**config.mk**
```make
export PLATFORM = sky130hd
export DESIGN_NAME = ahb_spi_flash_xip
export DESIGN_NICKNAME = d
export VERILOG_FILES = /design/src/rtl/ahb_spi_flash_xip.sv
export SDC_FILE = /design/constraint.sdc
export NUM_CORES = 1
export LEC_CHECK = 0
export CORE_ASPECT_RATIO = 0.6
export CORE_UTILIZATION = 48
export CTS_BUF_LIST = sky130_fd_sc_hd__clkbuf_4 sky130_fd_sc_hd__clkbuf_8
export CTS_CLUSTER_SIZE = 8
export DETAILED_ROUTE_END_ITERATION = 12
export GPL_ROUTABILITY_DRIVEN = 0
export HOLD_SLACK_MARGIN = 0.12
export PLACE_DENSITY = 0.78
export SYNTH_ARGS = -nofsm -noshare
export SYNTH_HDL_FRONTEND = slang
export SYNTH_SLANG_ARGS = --single-unit
```
**constraint.sdc**
```tcl
create_clock -name HCLK -period 2.12 [get_ports HCLK]
set_clock_uncertainty 0.1 [all_clocks]
set_input_delay 0.318 -clock HCLK [delete_from_list [all_inputs] [get_ports HCLK]]
set_output_delay 0.318 -clock HCLK [all_outputs]
set_load 0.01 [all_outputs]
```
**src/rtl/ahb_spi_flash_xip.sv**
```systemverilog
// ahb_spi_flash_xip: AHB-lite read-only slave that maps a SPI NOR flash into
// the bus address space. Each legal read stalls its data phase while a
// READ (0x03) frame is run on the PMOD pins in SPI mode 0, MSB first.
// Optional feature macro FLASH_XIP_BUFFER_EN: adds a one-word read buffer
// that serves repeat reads of the last fetched word with zero wait states.
module ahb_spi_flash_xip #(
    parameter int ADDR_W  = 24,
    parameter int CLK_DIV = 2,
    parameter int CS_IDLE = 2
) (
    input  logic        HCLK,
    input  logic        HRST,
    input  logic        HSELx,
    input  logic [31:0] HADDR,
    input  logic [1:0]  HTRANS,
    input  logic        HWRITE,
    input  logic [1:0]  HSIZE,
    input  logic [31:0] HWDATA,
    output logic [31:0] HRDATA,
    output logic        HREADY,
    output logic [1:0]  HRESP,
    input  logic        i_pad_pmodb_miso,
    output logic        o_pad_pmodb_mosi,
    output logic        o_pad_pmodb_cs,
    output logic        o_pad_pmodb_spi_clk
);

    localparam int WA_W  = ADDR_W - 2;
    localparam int CNT_W = 6;
    localparam logic [CNT_W-1:0] DIV_LAST = CNT_W'(CLK_DIV - 1);
    localparam logic [CNT_W-1:0] GAP_LAST = CNT_W'(CS_IDLE - 1);

    typedef enum logic [2:0] {
        ST_IDLE, ST_CMD, ST_ADDR, ST_DATA, ST_DONE, ST_GAP
    } state_e;

    state_e state_q, state_d;

    logic [CNT_W-1:0] div_cnt_q, div_cnt_d;   // SPI half-period / gap timer
    logic [5:0]       bit_cnt_q, bit_cnt_d;   // bit index within current field
    logic [31:0]      tx_sr_q, tx_sr_d;       // command + address, MSB first
    logic [31:0]      rx_sr_q, rx_sr_d;       // data bytes, first byte ends in [31:24]
    logic [WA_W-1:0]  addr_q, addr_d;         // word address of the current fetch
    logic             pend_q, pend_d;         // miss waiting for the gap to expire
    logic             err_q, err_d;           // first cycle of an ERROR response
    logic             cs_q, cs_d;
    logic             spi_clk_q, spi_clk_d;
    logic             hready_q, hready_d;
    logic [1:0]       hresp_q, hresp_d;
    logic [31:0]      hrdata_q, hrdata_d;

    logic [WA_W-1:0]  haddr_word, start_word;
    logic [5:0]       field_last_idx;
    logic [31:0]      rx_word, hit_data;
    logic             accept, legal, acc_err, acc_rd, hit, acc_hit, acc_miss;
    logic             shifting, tick, rise, fall, bit_done, gap_done;
    logic             start_now, fetch_done;
    logic             unused_inputs;

    // Write data, HTRANS[0] and the address bits above the flash window carry no meaning here.
    assign unused_inputs = ^{HWDATA, HADDR[31:ADDR_W], HTRANS[0]};

    // Bus request decode.
    assign haddr_word = HADDR[ADDR_W-1:2];
    assign accept     = HSELx & HTRANS[1] & hready_q;
    assign legal      = !HWRITE &&
                        ((HSIZE == 2'b00) ||
                         (HSIZE == 2'b01 && !HADDR[0]) ||
                         (HSIZE == 2'b10 && HADDR[1:0] == 2'b00));
    assign acc_err    = accept & !legal;
    assign acc_rd     = accept & legal;
    assign acc_hit    = acc_rd & hit;
    assign acc_miss   = acc_rd & !hit;

`ifdef FLASH_XIP_BUFFER_EN
    logic             buf_valid_q, buf_valid_d;
    logic [WA_W-1:0]  buf_tag_q, buf_tag_d;
    logic [31:0]      buf_data_q, buf_data_d;

    assign hit      = buf_valid_q && (buf_tag_q == haddr_word);
    assign hit_data = buf_data_q;
`else
    assign hit      = 1'b0;
    assign hit_data = '0;
`endif

    // SPI timing events: spi_clk toggles every CLK_DIV cycles while a frame runs.
    assign shifting       = state_q inside {ST_CMD, ST_ADDR, ST_DATA};
    assign tick           = shifting && (div_cnt_q == DIV_LAST);
    assign rise           = tick & !spi_clk_q;
    assign fall           = tick &  spi_clk_q;
    assign field_last_idx = (state_q == ST_CMD)  ? 6'd7  :
                            (state_q == ST_ADDR) ? 6'd23 : 6'd31;
    assign bit_done       = fall && (bit_cnt_q == field_last_idx);
    assign fetch_done     = (state_q == ST_DATA) && bit_done;
    assign gap_done       = (state_q == ST_GAP) && (div_cnt_q == GAP_LAST);
    assign start_now      = ((state_q == ST_IDLE) && acc_miss) ||
                            (gap_done && (pend_q || acc_miss));
    assign start_word     = pend_q ? addr_q : haddr_word;
    assign rx_word        = {rx_sr_q[7:0], rx_sr_q[15:8], rx_sr_q[23:16], rx_sr_q[31:24]};

    // FSM state register.
    always_ff @(posedge HCLK) begin
        // NOTE: sequential state uses non-blocking (<=) so every flop samples pre-edge values.
        if (HRST) state_q <= ST_IDLE;
        else      state_q <= state_d;
    end

    // FSM next-state logic.
    always_comb begin
        // NOTE: default assignment first so no path leaves state_d unassigned (no latch).
        state_d = state_q;
        unique case (state_q)
            ST_IDLE: if (acc_miss) state_d = ST_CMD;
            ST_CMD:  if (bit_done) state_d = ST_ADDR;
            ST_ADDR: if (bit_done) state_d = ST_DATA;
            ST_DATA: if (bit_done) state_d = ST_DONE;
            ST_DONE: state_d = ST_GAP;
            ST_GAP:  if (gap_done) state_d = start_now ? ST_CMD : ST_IDLE;
            default: state_d = ST_IDLE;
        endcase
    end

    // FSM outputs: SPI shifting, bus handshake and response datapath.
    always_comb begin
        div_cnt_d = '0;
        bit_cnt_d = bit_cnt_q;
        tx_sr_d   = tx_sr_q;
        rx_sr_d   = rx_sr_q;
        addr_d    = addr_q;
        pend_d    = pend_q;
        err_d     = 1'b0;
        cs_d      = cs_q;
        spi_clk_d = spi_clk_q;
        hready_d  = hready_q;
        hresp_d   = 2'b00;
        hrdata_d  = hrdata_q;

        if (start_now) begin
            cs_d      = 1'b0;
            spi_clk_d = 1'b0;
            bit_cnt_d = '0;
            pend_d    = 1'b0;
            tx_sr_d   = {8'h03, 24'({start_word, 2'b00})};
        end else if (shifting) begin
            if (tick) spi_clk_d = ~spi_clk_q;
            else      div_cnt_d = div_cnt_q + 1'b1;
            if (rise && state_q == ST_DATA)
                rx_sr_d = {rx_sr_q[30:0], i_pad_pmodb_miso};
            if (fall) begin
                tx_sr_d   = {tx_sr_q[30:0], 1'b0};
                bit_cnt_d = bit_done ? 6'd0 : bit_cnt_q + 1'b1;
            end
            if (fetch_done) begin
                cs_d     = 1'b1;
                hready_d = 1'b1;
                hrdata_d = rx_word;
            end
        end else if (state_q == ST_GAP && !gap_done) begin
            div_cnt_d = div_cnt_q + 1'b1;
        end

        // A data phase never overlaps a running frame, so these cannot collide with fetch_done.
        if (acc_err) begin
            hready_d = 1'b0;
            hresp_d  = 2'b01;
            err_d    = 1'b1;
        end else if (err_q) begin
            hready_d = 1'b1;
            hresp_d  = 2'b01;
        end else if (acc_miss) begin
            hready_d = 1'b0;
            addr_d   = haddr_word;
            if (!start_now) pend_d = 1'b1;
        end else if (acc_hit) begin
            hrdata_d = hit_data;
        end
    end

    // Datapath and pad registers.
    always_ff @(posedge HCLK) begin
        if (HRST) begin
            div_cnt_q <= '0;
            bit_cnt_q <= '0;
            tx_sr_q   <= '0;
            rx_sr_q   <= '0;
            addr_q    <= '0;
            pend_q    <= 1'b0;
            err_q     <= 1'b0;
            cs_q      <= 1'b1;
            spi_clk_q <= 1'b0;
            hready_q  <= 1'b1;
            hresp_q   <= 2'b00;
            hrdata_q  <= '0;
        end else begin
            div_cnt_q <= div_cnt_d;
            bit_cnt_q <= bit_cnt_d;
            tx_sr_q   <= tx_sr_d;
            rx_sr_q   <= rx_sr_d;
            addr_q    <= addr_d;
            pend_q    <= pend_d;
            err_q     <= err_d;
            cs_q      <= cs_d;
            spi_clk_q <= spi_clk_d;
            hready_q  <= hready_d;
            hresp_q   <= hresp_d;
            hrdata_q  <= hrdata_d;
        end
    end

`ifdef FLASH_XIP_BUFFER_EN
    // Refill the buffer on every completed fetch.
    always_comb begin
        buf_valid_d = buf_valid_q | fetch_done;
        buf_tag_d   = fetch_done ? addr_q  : buf_tag_q;
        buf_data_d  = fetch_done ? rx_word : buf_data_q;
    end

    // Buffer valid bit; cleared by reset.
    always_ff @(posedge HCLK) begin
        if (HRST) buf_valid_q <= 1'b0;
        else      buf_valid_q <= buf_valid_d;
    end

    // Buffer tag and data storage.
    always_ff @(posedge HCLK) begin
        // NOTE: storage guarded by a valid bit needs no reset; only the valid bit is reset.
        buf_tag_q  <= buf_tag_d;
        buf_data_q <= buf_data_d;
    end
`endif

    assign HRDATA              = hrdata_q;
    assign HREADY              = hready_q;
    assign HRESP               = hresp_q;
    assign o_pad_pmodb_mosi    = tx_sr_q[31];
    assign o_pad_pmodb_cs      = cs_q;
    assign o_pad_pmodb_spi_clk = spi_clk_q;

endmodule

```
==> results_dict.tcl, run 1 <==
set metrics [dict create \
    criticalPathCategory "flip-flop to flip-flop" \
    fin_ws_ps -77.3 \
    critical_path_buf_inv_count 3 \
    number_of_antenna_violations_at_the_first_check_in_global_routing 0 \
    cts_buffers 17 \
    final_cells 861 \
    synth_top_flop_cell "dfxtp_1" \
    yosysSeqAreaShare_pct 48.7 \
    cts.root.buffer_cell "clkbuf_8" \
    grt_pass1_vias 4249 \
    grt_pass1_wl_um 20000 \
    max_slew_violations 0 \
    synthTopCellsByCount "137 x dfxtp_1, 91 x nand2_1, 77 x nor2_1, 75 x mux2i_1, 47 x a21oi_1" \
    number_of_distinct_library_cell_variants_in_the_gate_level_netlist_after_synthesis 52 \
    grtUsageMet2_pct 32.1 \
    antenna-diode-count 0 \
    synth_enable_flop_cells 0 \
    cts.clk_slew.worst_paths_ps 90 \
    clock_tree.htree_level_count 4 \
    slew-limit-headroom_pct 64.8 \
    synth_nets 692 \
    final_antenna_net_count 0 \
    dp_hpwl_um 7870 \
    fmax_mhz 455 \
    worst_slew_pin_slew_ps 523 \
    ys_ff_latch 137 \
    async_flop_share_pct 0 \
    drive_above_1_share_pct 13.6 \
    top_usage_layer "met2" \
    track_usage_pct 20.8 \
    cpMaxStageDelayCell "a2111oi_4" \
    synth_xor_xnor_area_share_pct 1.40 \
    floorplan.die.width_um 142 \
    floorplan.io_pins 111 \
    number_of_remaining_drc_errors 0 \
    final_design_area_no_fill_mm2 0.00716 \
    cell_breakdown_of_the_critical_path "inv_2 > ha_4 > nor4b_4 > nand4b_4 > a2111oi_4 > buf_6 > clkbuf_16 > mux2i_2 > nor2_1" \
    rsz0062_at_grt "yes" \
    peakVddDrop_mv 0.363 \
    synthesis.area_mm2 0.00563 \
    power-per-cell-area_mw_per_mm2 700 \
    synth_area_leaders "dfxtp_1 49%, mux2i_1 13%, nand2_1 6.1%" \
    wirelength_um 12600 \
    grt_util_met1_pct 28.0 \
    crit_arrival_ps 2410 \
    synthesis.area_per_instance_um2 9.13 \
    synth_compound_gate_area_share_pct 13.5 \
    pin_count_of_the_biggest_net_entering_global_routing 111 \
    area_growth_pct 27.2 \
    min_period_ps 2200 \
    cpPeakStageDelay_ps 360 \
    synth-warning-count 0 \
    report.final.hold_viol_count 0 \
    cp-start-kind "flip-flop" \
    use_met3_pct 5.81 \
    gr-total-overflow 0 \
    floorplan.initialDensity_pct 49.5 \
    post_drt_wl_per_cell_um 14.7 \
    power.leakage_nw 2.41 \
    min-delay-path-class "input pin to flip-flop" \
    end_kind "flip-flop" \
    seq_area_mm2 0.00275 \
    fp.dieArea_mm2 0.0122 \
    violations "setup timing" \
    viasPerCell 5.26 \
    synth_top_family_by_area "simple AND/OR/NAND/NOR gates" \
    synthMostInstantiatedCell "dfxtp_1" \
    multi_input_comb_area_mm2 0.00274 \
    synth_mux_area_share_pct 13.5 \
    dominant_delay_contributor_by_cell_family_on_the_critical_path "simple AND/OR/NAND/NOR gates" \
    core_area_mm2 0.0114 \
    fin_setup_tns_ps -1110 \
    worst_skew_pair.late_latency_ps 440 \
    synth-simple-area-share_pct 17.8 \
    netlist.area_leader.share_pct 48.7 \
    dr.first_iter.drc_count 214 \
    ctsLongestPathBuffers 2 \
    netlist.top_cell.by_area "dfxtp_1" \
    critical_path.max_fanout 5 \
    cts.sink_count 137 \
    placed_cells_incl_taps 823 \
    synthesis.instances 616 \
    row_count 30 \
    post-route-period-util_pct 104 \
    chipHeight_um 85.9 \
    cap_violations 0 \
    place.port_buffers 68 \
    fin_worst_hold_slack_ps 348 \
    filler_cell_count 891 \
    outcome "finished, violations left" \
    worst-endpoint-required_ps 2330 \
    setup_viol 26 \
    dr_total_vias 4530 \
    dpl_cell_area_mm2 0.00661 \
    final_net_count 764 \
    drt_pass1_iterations 4 \
    post_synth_fa_ha_maj_area_fraction_pct 0.667 \
    tritoncts "built" \
]
-- per-stage QoR --
| stage | utilization (%) | total power [mW] | setup WS (ps) |
|---|---|---|---|
| after floorplan | - | 2.82 | 11.0 |
| after CTS | 61.8 | 5.05 | -37.3 |
| after global placement | 58.1 | 2.93 | -208 |
| after detailed placement | 58.1 | 2.94 | -253 |
| final | 62.9 | 5.01 | -77.3 |
| after global routing | 62.9 | 5.20 | -157 |
-- layout make-up --
type	instances	share of cell area (%)
timing repair buffer	102	14.8
sequential	137	38.4
clock buffer	17	3.27
inverter	5	0.262
tap	160	2.80
multi-input combinational	425	38.3
clock inverter	15	2.17
-- placed cells by master (no fill, tap or decap), types with 5 or more instances in the layout --
cell / n
and2_1: 21
buf_6: 5
nand2_1: 91
a21oi_1: 46
inv_6: 5
a211oi_1: 43
dfxtp_1: 133
clkdlybuf4s50_1: 67
nand3_1: 7
xor2_1: 5
clkbuf_8: 17
buf_12: 7
nor2_1: 76
mux2i_1: 73
buf_4: 21
-- repair_timing --
| item | CTS | global route |
|---|---|---|
| gates cloned | 0 | 3 |
| resized for setup | 6 | 19 |
| endpoints found under the setup margin | 39 | 95 |
| hold buffers | 1 | 0 |
| pin swaps | 0 | 4 |
| setup buffers | 0 | 2 |
| hold endpoints to repair | 7 | 0 |
-- worst min-delay path, delay by kind of cell --
kind / cells / cell delay [ps]
AOI/OAI and AO/OA: 1 / 60
and+or+nand+nor: 1 / 70
buffers and inverters: 1 / 400
-- sequential cells by signal, indices dropped and copies added (netlist names), 3 cells and up --
register,cells
HRDATA,32
state_q,3
rx_sr_q,32
div_cnt_q,6
bit_cnt_q,6
tx_sr_q,30
addr_q,22
-- cells by family (layout without fill, tap and decap cells) --
group	count (synthesis)	count (layout)
and+or+nand+nor	222	222
DFF	137	137
AOI/OAI and AO/OA	114	114
muxes	76	76
buffers and inverters	54	139
xor gates and xnor gates	9	9
adders and majority gates	3	3
other	1	1
-- routing by layer --
metal  vias up  routed length, um
li1       2273                  -
met1      2141               6120
met2       112               5840
met3         4                627
met4         0                 42
met5         -                  0
-- report_power, final --
group / internal, mW / total (mW) / switching [mW]
Combinational: 0.138 / 0.268 / 0.130
Sequential: 2.60 / 2.62 / 0.0184
Clock: 0.975 / 2.12 / 1.15
-- path summary, 6_finish.rpt --
kind                    startpoint          end  slack, ps  cells after the start
setup / recovery      div_cnt_q[1]   HRDATA[13]        -80                      9
setup reg to reg      div_cnt_q[1]   HRDATA[13]        -80                      9
hold / removal    i_pad_pmodb_miso   rx_sr_q[0]        350                      3
hold reg to reg        tx_sr_q[28]  tx_sr_q[29]        360                      2
Power figures use the tool's default switching activity.
==> run 2, diff against run 1 <==
Settings changed: SLEW_MARGIN from default to 20.
Clock period 2.12 ns to 1.9 ns, I/O delays scaled along.
==> run 2 against run 1 <==
  * The run still ends with setup timing left
  * Global-route usage is 5.1 points higher
  * Power rose by 17%
  * Core utilization up 6.7 points
  * Count of clock-buffer cells in the layout rose by 1
  * Sequential share of layout area decreased by 3.6 points
  * Largest cell class is now multi-input combinational cells
  * Highest routed layer unchanged
==> results_dict.tcl, run 2 (synthesis gave the netlist of run 1 again) <==
set metrics [dict create \
    outcome "finished, violations left" \
    violations "setup timing" \
    crit-reg2reg-capture "tx_sr_q[3]" \
    slew-limit-headroom_pct 56.0 \
    fin_worst_hold_slack_ps 116 \
    drt_pass1_iterations 5 \
    grt_pass1_wl_um 24400 \
    fin_ws_ps -287 \
    report.final.hold_viol_count 0 \
    hold_path_depth 2 \
    grt_pass1_vias 4841 \
    criticalPathCategory "flip-flop to flip-flop" \
    cts.clk_slew.worst_paths_ps 90 \
    critical_hold_path_startpoint "HRST" \
    area_growth_pct 40.8 \
    cp-start-kind "flip-flop" \
    fmax_mhz 457 \
    multi_input_comb_area_mm2 0.00300 \
    cts.sink_count 137 \
    viasPerCell 5.70 \
    hold_path_end "HRDATA[7]" \
    place.port_buffers 68 \
    final_design_area_no_fill_mm2 0.00792 \
    tritoncts "built" \
    ff2ff_setup_slack_ps -290 \
    worstRegToRegCells 9 \
    min-delay-path-class "input pin to flip-flop" \
    post_drt_wl_per_cell_um 18.5 \
    floorplan.initialDensity_pct 49.5 \
    number_of_remaining_drc_errors 0 \
    layout_common_cells "129 x dfxtp_1, 91 x nand2_1, 71 x nor2_1" \
    floorplan.die.width_um 142 \
    final_antenna_net_count 0 \
    worst-endpoint-required_ps 2140 \
    critical_path.max_fanout 7 \
    dr_total_vias 5111 \
    number_of_antenna_violations_at_the_first_check_in_global_routing 0 \
    chipHeight_um 85.9 \
    rsz0062_at_grt "yes" \
    power.leakage_nw 2.72 \
    final_net_count 800 \
    drive_above_1_share_pct 23.9 \
    power-per-cell-area_mw_per_mm2 738 \
    pin_count_of_the_biggest_net_entering_global_routing 64 \
    antenna-diode-count 0 \
    gr-total-overflow 0 \
    max_slew_violations 0 \
    floorplan.io_pins 111 \
    row_count 30 \
    crit_arrival_ps 2430 \
    ctsLongestPathBuffers 2 \
    min_period_ps 2190 \
    cap_violations 0 \
    cts_buffers 17 \
    end_kind "flip-flop" \
    fp.dieArea_mm2 0.0122 \
    dr.first_iter.drc_count 336 \
    mostFrequentLayoutCell "dfxtp_1" \
    cts.root.buffer_cell "clkbuf_8" \
    setup_viol 113 \
    dp_hpwl_um 8190 \
    post-route-period-util_pct 115 \
    placement.setup.worst_slack_ps -461 \
    core_area_mm2 0.0114 \
    worst_skew_pair.late_latency_ps 450 \
    clock_tree.htree_level_count 4 \
    seq_area_mm2 0.00276 \
    dpl_cell_area_mm2 0.00673 \
    filler_cell_count 759 \
    wirelength_um 16600 \
    rr_startpoint "div_cnt_q[1]" \
    peakVddDrop_mv 0.509 \
    worst_slew_pin_slew_ps 660 \
    track_usage_pct 26.0 \
]
-- run 2: changes by cell type in the layout (fill, tap and decap cells not counted), sizes merged --
cell / delta
clkinv: +3
bufinv: +2
inv: -6
clkbuf: +4
clkinvlp: -1
clkdlybuf4s50: -1
dlygate4sd2: +1
buf: +33
-- run 2: where the power goes --
| part | total, mW | leakage [nW] | internal (mW) | switching [mW] |
|---|---|---|---|---|
| combinational | 0.365 | 1.40 | 0.181 | 0.183 |
| sequential | 2.93 | 1.11 | 2.90 | 0.0261 |
| clock | 2.55 | 0.207 | 1.34 | 1.21 |
| total | 5.84 | 2.72 | 4.43 | 1.42 |
-- run 2: timing repair --
action | in CTS | in global routing
setup buffers | 16 | 2
gates cloned | 9 | 4
endpoints found under the hold margin | 7 | 3
gates resized for setup | 55 | 50
setup endpoints to repair | 113 | 135
pin swaps | 24 | 16
-- run 2: layout make-up --
class                      instances  area share, %
multi-input combinational        425           37.9
sequential                       137           34.8
timing repair buffer             138           19.3
clock buffer                      18           3.13
tap                              160           2.53
clock inverter                    13           2.15
inverter                           5          0.237
-- run 2: metrics by stage --
| step | instances | utilization, % | setup TNS, ps | total power, mW |
|---|---|---|---|---|
| 5_1_grt | 896 | 69.6 | -27220 | 6.00 |
| 4_1_cts | 895 | 67.7 | -16050 | 5.79 |
| 3_3_place_gp | 839 | 59.2 | -23520 | 3.27 |
| 2_1_floorplan | 616 | - | -4740 | 3.15 |
| 6_report | 896 | 69.6 | -20360 | 5.84 |
| 3_5_place_dp | 839 | 59.2 | -31080 | 3.28 |
-- run 2: worst max-delay path by stage --
stage / start / to / cells after the start
floorplan: state_q[0] / HRDATA[24] / 7
CTS: div_cnt_q[1] / HRDATA[12] / 9
detailed placement: HSIZE[0] / tx_sr_q[9] / 7
global placement: HADDR[0] / div_cnt_q[4] / 6
finish: div_cnt_q[1] / tx_sr_q[3] / 9
global route: state_q[1] / HRDATA[7] / 7
-- run 2: layer usage --
metal	share of wire (%)	GRT usage, %
met2	47	40.8
met3	6.5	7.31
met5	0	0
met4	3.6	11.7
met1	43	33.5
-- run 2: critical path, stage by stage, from the launching register on --
cell and delay, ps:
dfxtp_2 330, inv_2 50, ha_4 120, nor4b_4 270, buf_4 240, and4b_4 320, buf_6 170, and2_1 170
a211oi_2 60, a211oi_2 250
